===== src/rtl/clint_regif.sv =====
`default_nettype none
// ============================================================================
// Module   : clint_regif
// Purpose  : Bus register front end for the CLINT: decodes single 32-bit
//            accesses into MSIP/MTIMECMP write strobes and serves reads from
//            shadow copies, with a coherent two-access 64-bit MTIME read.
// Revision : 1.0 - initial release
// ============================================================================
module clint_regif #(
    parameter int ADDR_W = 16
) (
    input  logic              clk_i,
    input  logic              rst_ni,
    input  logic              req_i,
    input  logic              we_i,
    input  logic [ADDR_W-1:0] addr_i,
    input  logic [31:0]       wdata_i,
    input  logic [3:0]        be_i,
    output logic              gnt_o,
    output logic              rvalid_o,
    output logic [31:0]       rdata_o,
    output logic              err_o,
    output logic              msip_we_o,
    output logic              msip_wdata_o,
    output logic              mtimecmp_we_o,
    output logic [63:0]       mtimecmp_wdata_o,
    input  logic [63:0]       mtime_i
);

    localparam logic [0:0] c_st_idle = 1'b0;
    localparam logic [0:0] c_st_resp = 1'b1;

    localparam logic [ADDR_W-1:0] c_off_msip     = ADDR_W'(32'h0000);
    localparam logic [ADDR_W-1:0] c_off_mtcmp_lo = ADDR_W'(32'h4000);
    localparam logic [ADDR_W-1:0] c_off_mtcmp_hi = ADDR_W'(32'h4004);
    localparam logic [ADDR_W-1:0] c_off_mtime_lo = ADDR_W'(32'hBFF8);
    localparam logic [ADDR_W-1:0] c_off_mtime_hi = ADDR_W'(32'hBFFC);

    logic [0:0]  r_state;
    logic [0:0]  w_state_nxt;
    logic        r_msip;
    logic [63:0] r_mtimecmp;
    logic [31:0] r_snap_hi;
    logic        r_snap_v;

    logic        w_accept;
    logic        w_hit_msip, w_hit_lo, w_hit_hi, w_hit_mtlo, w_hit_mthi;
    logic        w_err;
    logic        w_ok_rd, w_ok_wr;
    logic        w_msip_wr, w_mtc_wr;
    logic [31:0] w_half_old, w_half_new;
    logic [63:0] w_mtc_merged;
    logic [31:0] w_rdata;

    // Address decode and error classification
    assign w_hit_msip = (addr_i == c_off_msip);
    assign w_hit_lo   = (addr_i == c_off_mtcmp_lo);
    assign w_hit_hi   = (addr_i == c_off_mtcmp_hi);
    assign w_hit_mtlo = (addr_i == c_off_mtime_lo);
    assign w_hit_mthi = (addr_i == c_off_mtime_hi);

    assign w_err = (addr_i[1:0] != 2'b00)
                 | ~(w_hit_msip | w_hit_lo | w_hit_hi | w_hit_mtlo | w_hit_mthi)
                 | (we_i & (w_hit_mtlo | w_hit_mthi));

    assign w_ok_rd   = w_accept & ~w_err & ~we_i;
    assign w_ok_wr   = w_accept & ~w_err & we_i;
    assign w_msip_wr = w_ok_wr & w_hit_msip & be_i[0];
    assign w_mtc_wr  = w_ok_wr & (w_hit_lo | w_hit_hi) & (be_i != 4'b0000);

    // Byte-merge into the addressed MTIMECMP half
    assign w_half_old = w_hit_lo ? r_mtimecmp[31:0] : r_mtimecmp[63:32];
    always_comb begin
        w_half_new = w_half_old;
        for (int b = 0; b < 4; b++) begin
            if (be_i[b]) begin
                w_half_new[8*b +: 8] = wdata_i[8*b +: 8];
            end
        end
    end
    assign w_mtc_merged = w_hit_lo ? {r_mtimecmp[63:32], w_half_new}
                                   : {w_half_new, r_mtimecmp[31:0]};

    always_comb begin
        w_rdata = '0;
        if (w_hit_msip) begin
            w_rdata = {31'b0, r_msip};
        end else if (w_hit_lo) begin
            w_rdata = r_mtimecmp[31:0];
        end else if (w_hit_hi) begin
            w_rdata = r_mtimecmp[63:32];
        end else if (w_hit_mtlo) begin
            w_rdata = mtime_i[31:0];
        end else if (w_hit_mthi) begin
            w_rdata = r_snap_v ? r_snap_hi : mtime_i[63:32];
        end
    end

    // FSM: state register
    always_ff @(posedge clk_i) begin
        if (!rst_ni) begin
            r_state <= c_st_idle;
        end else begin
            r_state <= w_state_nxt;
        end
    end

    // FSM: next state
    always_comb begin
        w_state_nxt = r_state;
        case (r_state)
            c_st_idle: if (req_i) w_state_nxt = c_st_resp;
            c_st_resp: w_state_nxt = c_st_idle;
            default:   w_state_nxt = c_st_idle;
        endcase
    end

    // FSM: outputs
    always_comb begin
        gnt_o = 1'b0;
        case (r_state)
            c_st_idle: gnt_o = req_i;
            default:   gnt_o = 1'b0;
        endcase
    end

    assign w_accept = gnt_o;

    // Registered response, strobes, shadows and MTIME snapshot
    always_ff @(posedge clk_i) begin
        if (!rst_ni) begin
            rvalid_o         <= 1'b0;
            err_o            <= 1'b0;
            rdata_o          <= '0;
            msip_we_o        <= 1'b0;
            msip_wdata_o     <= 1'b0;
            mtimecmp_we_o    <= 1'b0;
            mtimecmp_wdata_o <= '0;
            r_msip           <= 1'b0;
            r_mtimecmp       <= '0;
            r_snap_hi        <= '0;
            r_snap_v         <= 1'b0;
        end else begin
            rvalid_o      <= w_accept;
            err_o         <= w_accept & w_err;
            rdata_o       <= w_ok_rd ? w_rdata : 32'h0;
            msip_we_o     <= w_msip_wr;
            mtimecmp_we_o <= w_mtc_wr;
            if (w_msip_wr) begin
                msip_wdata_o <= wdata_i[0];
                r_msip       <= wdata_i[0];
            end
            if (w_mtc_wr) begin
                mtimecmp_wdata_o <= w_mtc_merged;
                r_mtimecmp       <= w_mtc_merged;
            end
            if (w_ok_rd && w_hit_mtlo) begin
                r_snap_hi <= mtime_i[63:32];
                r_snap_v  <= 1'b1;
            end else if (w_ok_rd && w_hit_mthi) begin
                r_snap_v  <= 1'b0;
            end
        end
    end

endmodule
`default_nettype wire


===== config.mk =====
export PLATFORM = sky130hd
export DESIGN_NAME = clint_regif
export DESIGN_NICKNAME = d
export VERILOG_FILES = /design/src/rtl/clint_regif.sv
export SDC_FILE = /design/constraint.sdc
export NUM_CORES = 1
export LEC_CHECK = 0
export ABC_AREA = 1
export BUFFER_PORTS_ARGS = -buffer_cell sky130_fd_sc_hd__buf_2
export CAP_MARGIN = 20
export CORE_MARGIN = 1
export CORE_UTILIZATION = 45
export CTS_CLUSTER_SIZE = 14
export DETAILED_ROUTE_END_ITERATION = 6
export MAX_ROUTING_LAYER = met4
export PLACE_DENSITY = 0.81
export SLEW_MARGIN = 20
export SYNTH_ARGS = -nofsm -noshare
export SYNTH_HDL_FRONTEND = slang
export SYNTH_SLANG_ARGS = --single-unit

===== constraint.sdc =====
create_clock -name clk_i -period 2.14 [get_ports clk_i]
set_input_delay 0.642 -clock clk_i [delete_from_list [all_inputs] [get_ports clk_i]]
set_output_delay 0.642 -clock clk_i [all_outputs]
set_load 0.005 [all_outputs]

Word-level counts from Yosys, hierarchy flattened
Index checks and enable logic that the tools add are counted.
Storage, ports and cells
  register bits: 135
  input bits: 120
  output and inout port bits: 102
  word-level logic and storage cells: 66
Cells by class
  equality and inequality tests: 4
  muxes and demuxes: 16
  bitwise logic cells: 24
  reductions and logical operators: 10
Operator list (count)
  $mux 32: 6
  $eq 16x15->1 const B: 2
  $eq 16x16->1 const B: 2
  $mux 8: 4
  $logic_not 16->1: 1
  $and 1x1->1: 9
  $or 1x1->1: 8
  $not 1->1: 7
  $reduce_and 2->1: 3
  $mux 1: 5
  $reduce_bool 2->1: 2
  $reduce_bool 4->1: 1
  $reduce_or 3->1: 1
  $logic_and 1x1->1: 2
  $pmux 1 s2: 1

Depth between registers and ports, before layout
Gate-level depths: netlist (run 1).
  depth after elaboration: 14
  gate-level depth with buffers: 13
  gate-level depth less buffers: 12

Worst setup path before layout (run 1)
No wires, ideal clock.
  kind: input port to flip-flop
  from: input port addr_i[14]
  to: register r_snap_hi[10]
  setup time: 0.128 ns
  data arrival time: 1.792 ns
  required time: 2.012 ns
  setup slack: 0.220 ns
  cell stages on the path: 10
  path buffers: 2
  cells stage by stage: inv_2 nand2_1 nor2_1 nand2_1 nor2_2 nand3_1 clkbuf_1 clkbuf_1 a21oi_1 nor2_1
Between the ends
  word-level cells in the longest chain between the ends: 12
  elaborated cells between the ends (all ways): 18
  those cells by class: 4 x eq/ne; 12 x bitwise; 2 x reduce/logical
Ends and longest elaborated chain
  from (decl): RTL line 16  | input logic [ADDR_W-1:0] addr_i,
  $eq 16x15->1 or $logic_not 16->1 (tied branches): RTL line 57, 56
  $or 1x1->1 (4 in series): RTL line 63  | | ~(w_hit_msip | w_hit_lo | w_hit_hi | w_hit_mtlo | w_hit_mthi)
  $not 1->1: RTL line 63
  $or 1x1->1: RTL line 63
  $or 1x1->1: RTL line 64  | | (we_i & (w_hit_mtlo | w_hit_mthi));
  $not 1->1: RTL line 66  | assign w_ok_rd = w_accept & ~w_err & ~we_i;
  $and 1x1->1 (2 in series): RTL line 66
  $logic_and 1x1->1 (*): RTL line 157  | if (w_ok_rd && w_hit_mtlo) begin
  to (signal assigned): RTL line 158  | r_snap_hi <= mtime_i[63:32];
  to (decl): RTL line 43  | logic [31:0] r_snap_hi;
Every way passes the cells marked *; elsewhere a longest branch is shown, timed or not.
A chain may end at the register's enable or synchronous reset.

Final worst setup path (run 1)
  from: input port addr_i[4]
  to: register r_mtimecmp[24]
Between the ends
  word-level cells in the longest chain between the ends: 14
  elaborated cells between the ends (all ways): 23
  those cells by class: 4 x eq/ne; 2 x mux; 15 x bitwise; 2 x reduce/logical
Ends and longest elaborated chain
  $eq 16x15->1 or $logic_not 16->1 (tied branches): RTL line 57, 56
  $or 1x1->1 (4 in series): RTL line 63
  $not 1->1: RTL line 63
  $or 1x1->1: RTL line 63
  $or 1x1->1: RTL line 64
  $not 1->1: RTL line 67  | assign w_ok_wr = w_accept & ~w_err & we_i;
  $and 1x1->1 (2 in series): RTL line 67
  $and 1x1->1 (2 in series): RTL line 69  | assign w_mtc_wr = w_ok_wr & (w_hit_lo | w_hit_hi) & (be_i != 4'b0000);
  $reduce_and 2->1 (no line)
  to (signal assigned): RTL line 155  | r_mtimecmp <= w_mtc_merged;
  to (decl): RTL line 42  | logic [63:0] r_mtimecmp;
Several ways; a longest one is shown, not always the timed one.

==> results of run 1 <==
registers in the layout (all words and copies together), names as in the netlist:
register	count
mtimecmp_we_o	1
r_snap_v	1
rdata_o	32
r_snap_hi	32
r_msip	1
msip_we_o	1
r_mtimecmp	64
r_state	1
err_o	1
routing by layer:
| metal | vias to the layer above | GRT usage, % | part of all wire, % |
|---|---|---|---|
| met5 | - | - | 0 |
| met4 | 0 | 12.0 | 3.1 |
| met3 | 44 | 5.64 | 7.1 |
| met2 | 341 | 42.1 | 45 |
| met1 | 3324 | 37.8 | 45 |
| li1 | 3720 | - | - |
synthesized netlist by cell type:
| library cell | n |
|---|---|
| nand2_1 | 359 |
| dfxtp_1 | 134 |
| nand3_1 | 102 |
| a21oi_1 | 100 |
| nor2_1 | 80 |
| o21ai_0 | 66 |
| inv_1 | 46 |
| clkbuf_1 | 45 |
| o211ai_1 | 19 |
| buf_2 | 11 |
| buf_4 | 8 |
| buf_1 | 5 |
| nor2_2 | 5 |
| inv_2 | 3 |
| nor3_1 | 3 |
| nand4_1 | 2 |
| a21boi_0 | 1 |
| a221oi_1 | 1 |
| clkinv_1 | 1 |
| nand2_2 | 1 |
| nor4_1 | 1 |
power by group through the flow:
stage                     Sequential (mW)  Combinational (mW)  Clock [mW]
final                                2.50               0.286        2.78
after global routing                 2.50               0.315        2.93
after CTS                            2.50               0.283        2.82
after detailed placement             2.55               0.280           0
after global placement               2.55               0.279           0
after floorplan                      2.55               0.108           0
cell type report:
| cell class | count | area, um2 |
|---|---|---|
| tap | 180 | 225 |
| clock buffer | 27 | 523 |
| clock inverter | 3 | 40.0 |
| multi-input combinational | 740 | 3230 |
| inverter | 50 | 188 |
| sequential | 134 | 2680 |
| timing repair buffer | 302 | 1880 |
| fill | 1292 | 5110 |
cells by family after synthesis:
| family | after synthesis | synth area share [%] |
|---|---|---|
| simple gates | 553 | 34.9 |
| compound gates | 187 | 15.5 |
| flops | 134 | 42.0 |
| buf+inv | 119 | 7.67 |
worst max-delay path: cells and delay by family:
| family | cells | cell delay [ns] |
|---|---|---|
| simple gates | 9 | 0.96 |
| buf+inv | 4 | 0.52 |
| compound gates | 1 | 0.16 |
worst paths after layout:
check / end / cells after the start
setup / recovery: r_mtimecmp[24] / 14
hold / removal: r_snap_hi[25] / 2
setup reg to reg: rdata_o[24] / 6
hold reg to reg: r_snap_hi[25] / 2
stage by stage:
step                hold WS, ns  TNS (ns)  setup slack, ns  total power, mW  instance area, um2
finish                    0.448         0            0.199             5.57                8770
global route              0.464         0           0.0776             5.75                8770
CTS                       0.453         0            0.235             5.60                8770
detailed placement        0.444     -8.84           -0.161             2.83                8210
global placement          0.437     -5.72           -0.113             2.83                8210
floorplan                 0.429         0            0.220             2.66                6390
==> metrics.cfg, run 1 <==
[sta]
finalSetupViolCount=0
fmax_mhz=515
period_minus_slack_ns=1.94
max_slew_margin_pct=64.3
finalCritPeriodShare_pct=90.7
slew_viol_final=0
tightest_slew_ns=0.535
finalClockSkew_ns=0.00971
hold_viol_final=0
grt_setup_unrepaired=false

[worst_setup_path]
cp_max_fo=29
max_stage_delay_ns=0.19
crit_slowest_cell=nor2_1
r2r-start=r_snap_v
worstPathRequired_ns=2.49
critPathArrivalTime_ns=2.29
crit_chain=buf_2 -> nor2_1 -> nand2_1 -> nor2_1 -> nand2_2 -> buf_12 -> inv_2 -> buf_12 -> nand2_1 -> nand2_1 -> nand2_1 -> nand2_1 -> nand3_1 -> a21oi_1
r2r_slack_ns=0.58
end_kind=flip-flop
crit_type=in -> reg
worst_path_most_repeated_cell=nand2_1
critPathLaunch=addr_i[4]
start_kind=input pin

[routing]
post_drt_wl_per_cell_um=14.3
totalWireLength_um=20500
remaining_drc_errors=0
via_per_inst=5.17
ant_nets=0
first_pass_iters=5
vias=7429
initialDrtViolationCount=742

[floorplanning]
core_um2=13900
die_area_um2=14700
die_h_um=121
initial_core_util_pct=46.1
die_x_um=121
ios=222
rows=43

[logic_synthesis]
synth.yosys.seq_area_share_pct=42.0
netlist_top_cells_area=dfxtp_1 42%, nand2_1 21%, nand3_1 8.0%
yosys_warnings=0
ys_ff_latch=134
syn-cell-area_um2=6390
postSynthCellCount=993
ys_types=21
synth_area_per_cell_um2=6.44
yosysTopAreaCellShare_pct=42.0
yosysTopAreaCell=dfxtp_1
syn-num-nets=1113

[global_route]
grt.total_usage_pct=28.5
grt_pass1_vias=6325
grt_pass1_wl_um=31400
grt_max_degree=66
grt_overflow=0
antenna_found_initial=0

[pwr]
pwr-share-seq_pct=44.9
p_int_mw=4.39
max-vdd-ir-drop_mv=0.575
clkPwrFrac_pct=50.0
powerDensity_nw_per_um2=635
p_switching_mw=1.18
p_leak_nw=4.17
switching_share_pct=21.2
combPwrFrac_pct=5.1

[run_status]
status=complete, no violations

[cts]
cts_setup_buffers=0
htree_num_levels=4
clock_latency_ns=0.42
clk_path_buf_depth=2
cts.hold.buffers_added=0
cts_root_buf=clkbuf_16
cts_sinks=134
numCtsBuffers=17
cts_resized=0
clk_pin_slew_ns=0.05
cts_tree=built

[finish]
nets=1365
diodes=0
stdcell_count=1436
finish.utilization_pct=63.2
area_growth_pct=37.2
layout_common_cells=358 x nand2_1, 221 x buf_2, 133 x dfxtp_1
drive_gt1_share_pct=27.1
final_common_cell=nand2_1

[placed_design]
finalWeightedCongestion=0.928
dp_hpwl_um=14700
dpl.cell_count=1406
portBuffers=221

[job]
max_cap_violations=0

[min_path]
min_path_type=reg -> reg
hp-start=r_snap_hi[25]

Note: power is estimated with default switching activity, not from simulation.
==> run 2, diff against run 1 <==
--- a/config.mk
+++ b/config.mk
@@ -5,15 +5,15 @@
 export SDC_FILE = /design/constraint.sdc
 export NUM_CORES = 1
 export LEC_CHECK = 0
-export ABC_AREA = 1
 export BUFFER_PORTS_ARGS = -buffer_cell sky130_fd_sc_hd__buf_2
 export CAP_MARGIN = 20
 export CORE_MARGIN = 1
 export CORE_UTILIZATION = 45
+export CTS_CLUSTER_DIAMETER = 120
 export CTS_CLUSTER_SIZE = 14
 export DETAILED_ROUTE_END_ITERATION = 6
 export MAX_ROUTING_LAYER = met4
-export PLACE_DENSITY = 0.81
+export PLACE_DENSITY = 0.8
 export SLEW_MARGIN = 20
 export SYNTH_ARGS = -nofsm -noshare
 export SYNTH_HDL_FRONTEND = slang
==> metrics.cfg, run 2 <==
[worst_setup_path]
end_kind=flip-flop  ; unchanged
cp_max_fo=32  ; was 29
critPathArrivalTime_ns=2.30  ; was 2.29 ns
start_kind=input pin  ; unchanged
worstPathRequired_ns=2.42  ; was 2.49 ns
crit_type=in -> reg  ; unchanged

[routing]
via_per_inst=5.51  ; was 5.17
first_pass_iters=5  ; unchanged
ant_nets=0  ; unchanged
initialDrtViolationCount=490  ; was 742
vias=6289  ; was 7,429
remaining_drc_errors=0  ; unchanged
post_drt_wl_per_cell_um=18.0  ; was 14.3 um
totalWireLength_um=20500  ; about the same

[pwr]
switching_share_pct=21.7  ; was 21.2%
p_leak_nw=3.74  ; was 4.17 nW
p_int_mw=4.46  ; was 4.39 mW
max-vdd-ir-drop_mv=0.543  ; was 0.575 mV
pwr-share-seq_pct=43.9  ; was 44.9%
powerDensity_nw_per_um2=651  ; was 635 nW/um2
p_switching_mw=1.23  ; was 1.18 mW
combPwrFrac_pct=7.6  ; was 5.1%
clkPwrFrac_pct=48.5  ; was 50.0%

[floorplanning]
ios=222  ; unchanged
die_h_um=124  ; was 121 um
die_x_um=124  ; was 121 um
die_area_um2=15400  ; was 14,700 um2
rows=44  ; was 43
core_um2=14500  ; was 13,900 um2
initial_core_util_pct=46.1  ; about the same

[logic_synthesis]
synth.yosys.seq_area_share_pct=40.0  ; was 42.0%
syn-num-nets=846  ; was 1,113
netlist_top_cells_area=dfxtp_1 40%, mux2_4 6.3%, mux2i_1 5.2%  ; was dfxtp_1 42%, nand2_1 21%, nand3_1 8.0%
ys_ff_latch=134  ; unchanged
yosysTopAreaCell=dfxtp_1  ; unchanged
yosysTopAreaCellShare_pct=40.0  ; was 42.0%
synth_ff_type=dfxtp_1  ; unchanged
syn-cell-area_um2=6710  ; was 6390 um2
yosys_warnings=0  ; unchanged
yosysMostFrequentCell=dfxtp_1  ; was nand2_1
synth_area_per_cell_um2=9.24  ; was 6.44 um2
synth_edf_count=0  ; unchanged
synthTopCellsByCount=134 x dfxtp_1, 65 x nand2_1, 65 x nand3_1  ; was 359 x nand2_1, 134 x dfxtp_1, 102 x nand3_1
ys_types=48  ; was 21
postSynthCellCount=726  ; was 993
ys_async_sr_fraction_pct=0  ; unchanged

[cts]
cts_tree=built  ; unchanged
cts_root_buf=clkbuf_16  ; unchanged
clk_pin_slew_ns=0.05  ; about the same
htree_num_levels=4  ; unchanged
clk_path_buf_depth=2  ; unchanged
cts_sinks=134  ; unchanged
numCtsBuffers=17  ; unchanged
clock_latency_ns=0.42  ; about the same

[finish]
area_growth_pct=30.5  ; was 37.2%
fillCellCount=1301  ; was 1,292
multiInputGateArea_um2=3700  ; was 3230 um2
layout_common_cells=220 x buf_2, 133 x dfxtp_1, 65 x nand2_1, 65 x nand3_1, 64 x o21ai_1  ; was 358 x nand2_1, 221 x buf_2, 133 x dfxtp_1
largest_reg_flops=64  ; unchanged
stdcell_count=1142  ; was 1,436
reg_top3=r_mtimecmp: 64 flops, r_snap_hi: 32 flops, rdata_o: 32 flops  ; unchanged
seq_area_um2=2680  ; unchanged
nets=1064  ; was 1,365
drive_gt1_share_pct=39.9  ; was 27.1%
top_register=r_mtimecmp  ; unchanged
final_common_cell=buf_2  ; was nand2_1

[sta]
fmax_mhz=496  ; was 515 MHz
finalCritPeriodShare_pct=94.1  ; was 90.7%
slew_viol_final=0  ; unchanged
holdWs_ns=0.460  ; was 0.448 ns
finalClockSkew_ns=0.00395  ; was 0.00971 ns
period_minus_slack_ns=2.01  ; was 1.94 ns
finalSetupViolCount=0  ; unchanged
grt_setup_unrepaired=false  ; unchanged
max_slew_margin_pct=72.5  ; was 64.3%
fin_tns_setup_ns=0  ; unchanged
hold_viol_final=0  ; unchanged
tightest_slew_ns=0.413  ; was 0.535 ns

[global_route]
grt.total_usage_pct=27.4  ; was 28.5%
grt_pass1_vias=5701  ; was 6,325
grt_max_degree=67  ; was 66
grt_overflow=0  ; unchanged
antenna_found_initial=2  ; was 0
grt_pass1_wl_um=30600  ; was 31,400 um

[placed_design]
portBuffers=221  ; unchanged
finalWeightedCongestion=0.894  ; was 0.928
dpl.cell_count=1109  ; was 1,406
dp_hpwl_um=15200  ; was 14,700 um

[min_path]
min_path_type=reg -> reg  ; unchanged

[job]
max_cap_violations=0  ; unchanged

[run_status]
status=complete, no violations  ; unchanged

==> run 2: cell count changes after synthesis, moves of 43 or more <==
cell and delta:
a21oi_1 -66, nand2_1 -294, nor2_1 -43, inv_1 -44, o21ai_1 +64, o21ai_0 -58
==> run 2: power by group through the flow <==
stage	clock, mW	sequential, mW	combinational (mW)
2_1_floorplan	0	2.55	0.208
3_3_place_gp	0	2.55	0.423
3_5_place_dp	0	2.55	0.426
4_1_cts	2.80	2.50	0.429
5_1_grt	2.92	2.50	0.469
6_report	2.76	2.50	0.433
==> run 2: area by class of cell <==
| type | count | share of cell area (%) |
|---|---|---|
| clock buffer | 27 | 5.52 |
| clock inverter | 4 | 0.800 |
| inverter | 3 | 0.129 |
| sequential | 134 | 30.7 |
| multi-input combinational | 525 | 42.2 |
| tap | 184 | 2.63 |
| antenna | 2 | 0.0572 |
| timing repair buffer | 263 | 18.0 |
==> run 2: layer usage <==
metal  routed length, um  global-route usage, %  vias up
li1                    -                      -     3030
met1                9210                   37.4     2962
met2                9450                   38.7      255
met3                1290                   5.13       42
met4                 582                   13.1        0
met5                   0                      -        -
==> run 2: path summary, 6_finish.rpt <==
kind                 start             to  slack [ns]  cells past startpoint
max              addr_i[4]     rdata_o[7]        0.13                      8
min          r_snap_hi[13]  r_snap_hi[13]        0.46                      2
max reg2reg       r_snap_v     rdata_o[3]        0.41                      6
min reg2reg  r_snap_hi[13]  r_snap_hi[13]        0.46                      2
==> run 2: worst max-delay path, cell delays in order <==
cell and delay (ns):
buf_2 0.11, nor4_2 0.26, buf_4 0.17, nand4_2 0.13, buf_12 0.22, mux2_2 0.33
a21oi_1 0.29, nor2b_1 0.12
==> run 2: what timing repair did <==
item                       4_1_cts  5_1_grt
setup endpoints to repair        0        1
resized for setup                0        1
setup buffers                    0        0
hold buffers                     0        0
==> run 2: per-stage QoR <==
stage	setup slack (ns)	instance area (um2)	power [mW]	utilization, %
finish	0.125	8750	5.69	60.2
global route	0.0907	8750	5.89	60.2
CTS	0.0825	8740	5.73	60.2
detailed placement	-0.345	8190	2.98	56.4
global placement	-0.417	8190	2.98	56.4
floorplan	0.00139	6720	2.76	-
==> run 2: kinds of logic after synthesis <==
group / share of synthesized area [%]
flops: 40.0
buf+inv: 5.09
compound gates: 22.9
simple gates: 20.0
mux: 12.0
==> run 3, diff against run 2 <==
--- a/config.mk
+++ b/config.mk
@@ -7,6 +7,7 @@
 export LEC_CHECK = 0
 export BUFFER_PORTS_ARGS = -buffer_cell sky130_fd_sc_hd__buf_2
 export CAP_MARGIN = 20
+export CORE_ASPECT_RATIO = 0.6
 export CORE_MARGIN = 1
 export CORE_UTILIZATION = 45
 export CTS_CLUSTER_DIAMETER = 120
==> metrics.cfg, run 3 (same netlist as run 2, synthesis figures left out) <==
[run_status]
status=complete, no violations  ; unchanged

[global_route]
grt_pass1_vias=5711  ; was 5,701
antenna_found_initial=0  ; was 2
grt_overflow=0  ; unchanged
grt_max_degree=56  ; was 67
grt_pass1_wl_um=32300  ; was 30,600 um
grt.total_usage_pct=28.7  ; was 27.4%

[routing]
via_per_inst=5.44  ; was 5.51
wl_met1_um=11100  ; was 9210 um
totalWireLength_um=21500  ; was 20,500 um
ant_nets=0  ; unchanged
first_pass_iters=5  ; unchanged
vias=6338  ; was 6,289
routed-wl-met3_um=1760  ; was 1290 um
maxUsedRoutingLayer=met4  ; unchanged
initialDrtViolationCount=406  ; was 490
remaining_drc_errors=0  ; unchanged
dr_wl_met2_um=8420  ; was 9450 um
post_drt_wl_per_cell_um=18.4  ; was 18.0 um

[floorplanning]
initial_core_util_pct=46.2  ; was 46.1%
ios=222  ; unchanged
core_um2=14500  ; about the same
rows=34  ; was 44
die_area_um2=15400  ; about the same
die_x_um=160  ; was 124 um
die_h_um=96.6  ; was 124 um

[worst_setup_path]
crit_type=in -> reg  ; unchanged
critPathArrivalTime_ns=2.26  ; was 2.30 ns
cp_max_fo=32  ; unchanged
worstPathRequired_ns=2.43  ; was 2.42 ns
end_kind=flip-flop  ; unchanged
start_kind=input pin  ; unchanged

[cts]
cts_sinks=134  ; unchanged
clock_latency_ns=0.41  ; was 0.42 ns
cts_root_buf=clkbuf_16  ; unchanged
clk_pin_slew_ns=0.06  ; was 0.05 ns
cts_tree=built  ; unchanged
cts_setup_buffers=0  ; unchanged
clk_path_buf_depth=2  ; unchanged
htree_num_levels=4  ; unchanged
cts_resized=0  ; unchanged
cts.hold.buffers_added=0  ; unchanged
numCtsBuffers=17  ; unchanged

[pwr]
max-vdd-ir-drop_mv=0.426  ; was 0.543 mV
p_leak_nw=3.82  ; was 3.74 nW
powerDensity_nw_per_um2=669  ; was 651 nW/um2
p_total_mw=5.97  ; was 5.69 mW

[sta]
grt_setup_unrepaired=false  ; unchanged
finalCritPeriodShare_pct=91.8  ; was 94.1%
finalSetupViolCount=0  ; unchanged
max_slew_margin_pct=72.0  ; was 72.5%
period_minus_slack_ns=1.97  ; was 2.01 ns
finalClockSkew_ns=0.00953  ; was 0.00395 ns
hold_viol_final=0  ; unchanged
fmax_mhz=509  ; was 496 MHz
slew_viol_final=0  ; unchanged
tightest_slew_ns=0.417  ; was 0.413 ns

[finish]
stdcell_count=1166  ; was 1,142
top_register=r_mtimecmp  ; unchanged
reg_top3=r_mtimecmp: 64 flops, r_snap_hi: 32 flops, rdata_o: 32 flops  ; unchanged
final_common_cell=buf_2  ; unchanged
nets=1074  ; was 1,064
drive_gt1_share_pct=41.1  ; was 39.9%
largest_reg_flops=64  ; unchanged
area_growth_pct=33.1  ; was 30.5%
layout_common_cells=220 x buf_2, 133 x dfxtp_1, 65 x nand2_1, 65 x nand3_1, 64 x o21ai_1  ; unchanged

[placed_design]
finalWeightedCongestion=0.879  ; was 0.894
dpl.cell_count=1133  ; was 1,109
dp_hpwl_um=15800  ; was 15,200 um
portBuffers=221  ; unchanged

[job]
max_cap_violations=0  ; unchanged

[min_path]
min_path_type=reg -> reg  ; unchanged

## run 3: changes by cell type in the layout (fill, tap and decap cells not counted), moves of 2 or more
cell	change
buf_12	+3
inv_6	+4
buf_4	+7
clkbuf_8	-2
clkbuf_1	-6
clkinvlp_4	+2
## run 3: routing by layer
metal | track usage [%] | up-vias
met2 | 37.8 | 255
met3 | 6.79 | 24
met5 | - | -
li1 | - | 3046
met1 | 42.8 | 3013
met4 | 6.49 | 0
## run 3: layout make-up
type / count / area [um2]
Antenna cell: 1 / 2.50
Clock buffer: 19 / 433
Clock inverter: 13 / 170
Fill cell: 1245 / 5580
Inverter: 3 / 11.3
Multi-Input combinational cell: 525 / 3690
Sequential cell: 134 / 2680
Tap cell: 198 / 248
Timing Repair Buffer: 273 / 1690
## run 3: worst paths after layout
check / from / endpoint / slack [ns] / depth (start not counted)
worst max-delay path: addr_i[4] / r_mtimecmp[28] / 0.17 / 8
worst min-delay path: r_snap_hi[13] / r_snap_hi[13] / 0.46 / 2
worst max register to register: r_snap_v / rdata_o[2] / 0.46 / 7
worst min register to register: r_snap_hi[13] / r_snap_hi[13] / 0.46 / 2
## run 3: power breakdown
group	internal (mW)	switching, mW	leakage, nW
logic	0.214	0.250	2.45
registers	2.50	0.000786	1.08
clock network	1.85	1.16	0.291
## run 3: metrics by stage
step                      TNS (ns)  utilization, %  instance area (um2)  setup slack (ns)  hold slack (ns)
after floorplan                  0               -                 6720           0.00139            0.435
after global placement      -13.37            57.4                 8320            -0.257            0.441
after detailed placement    -16.80            57.4                 8320            -0.203            0.452
after CTS                        0            61.5                 8920             0.218            0.460
after global routing             0            61.5                 8920            0.0724            0.472
final                            0            61.5                 8930             0.175            0.459
## run 3: worst max-delay path: stages
cell and delay (ns):
buf_2 0.11, nor4_2 0.27, buf_4 0.17, nand4_2 0.13, buf_12 0.22, mux2_4 0.37
o21bai_1 0.21, o21ai_1 0.11
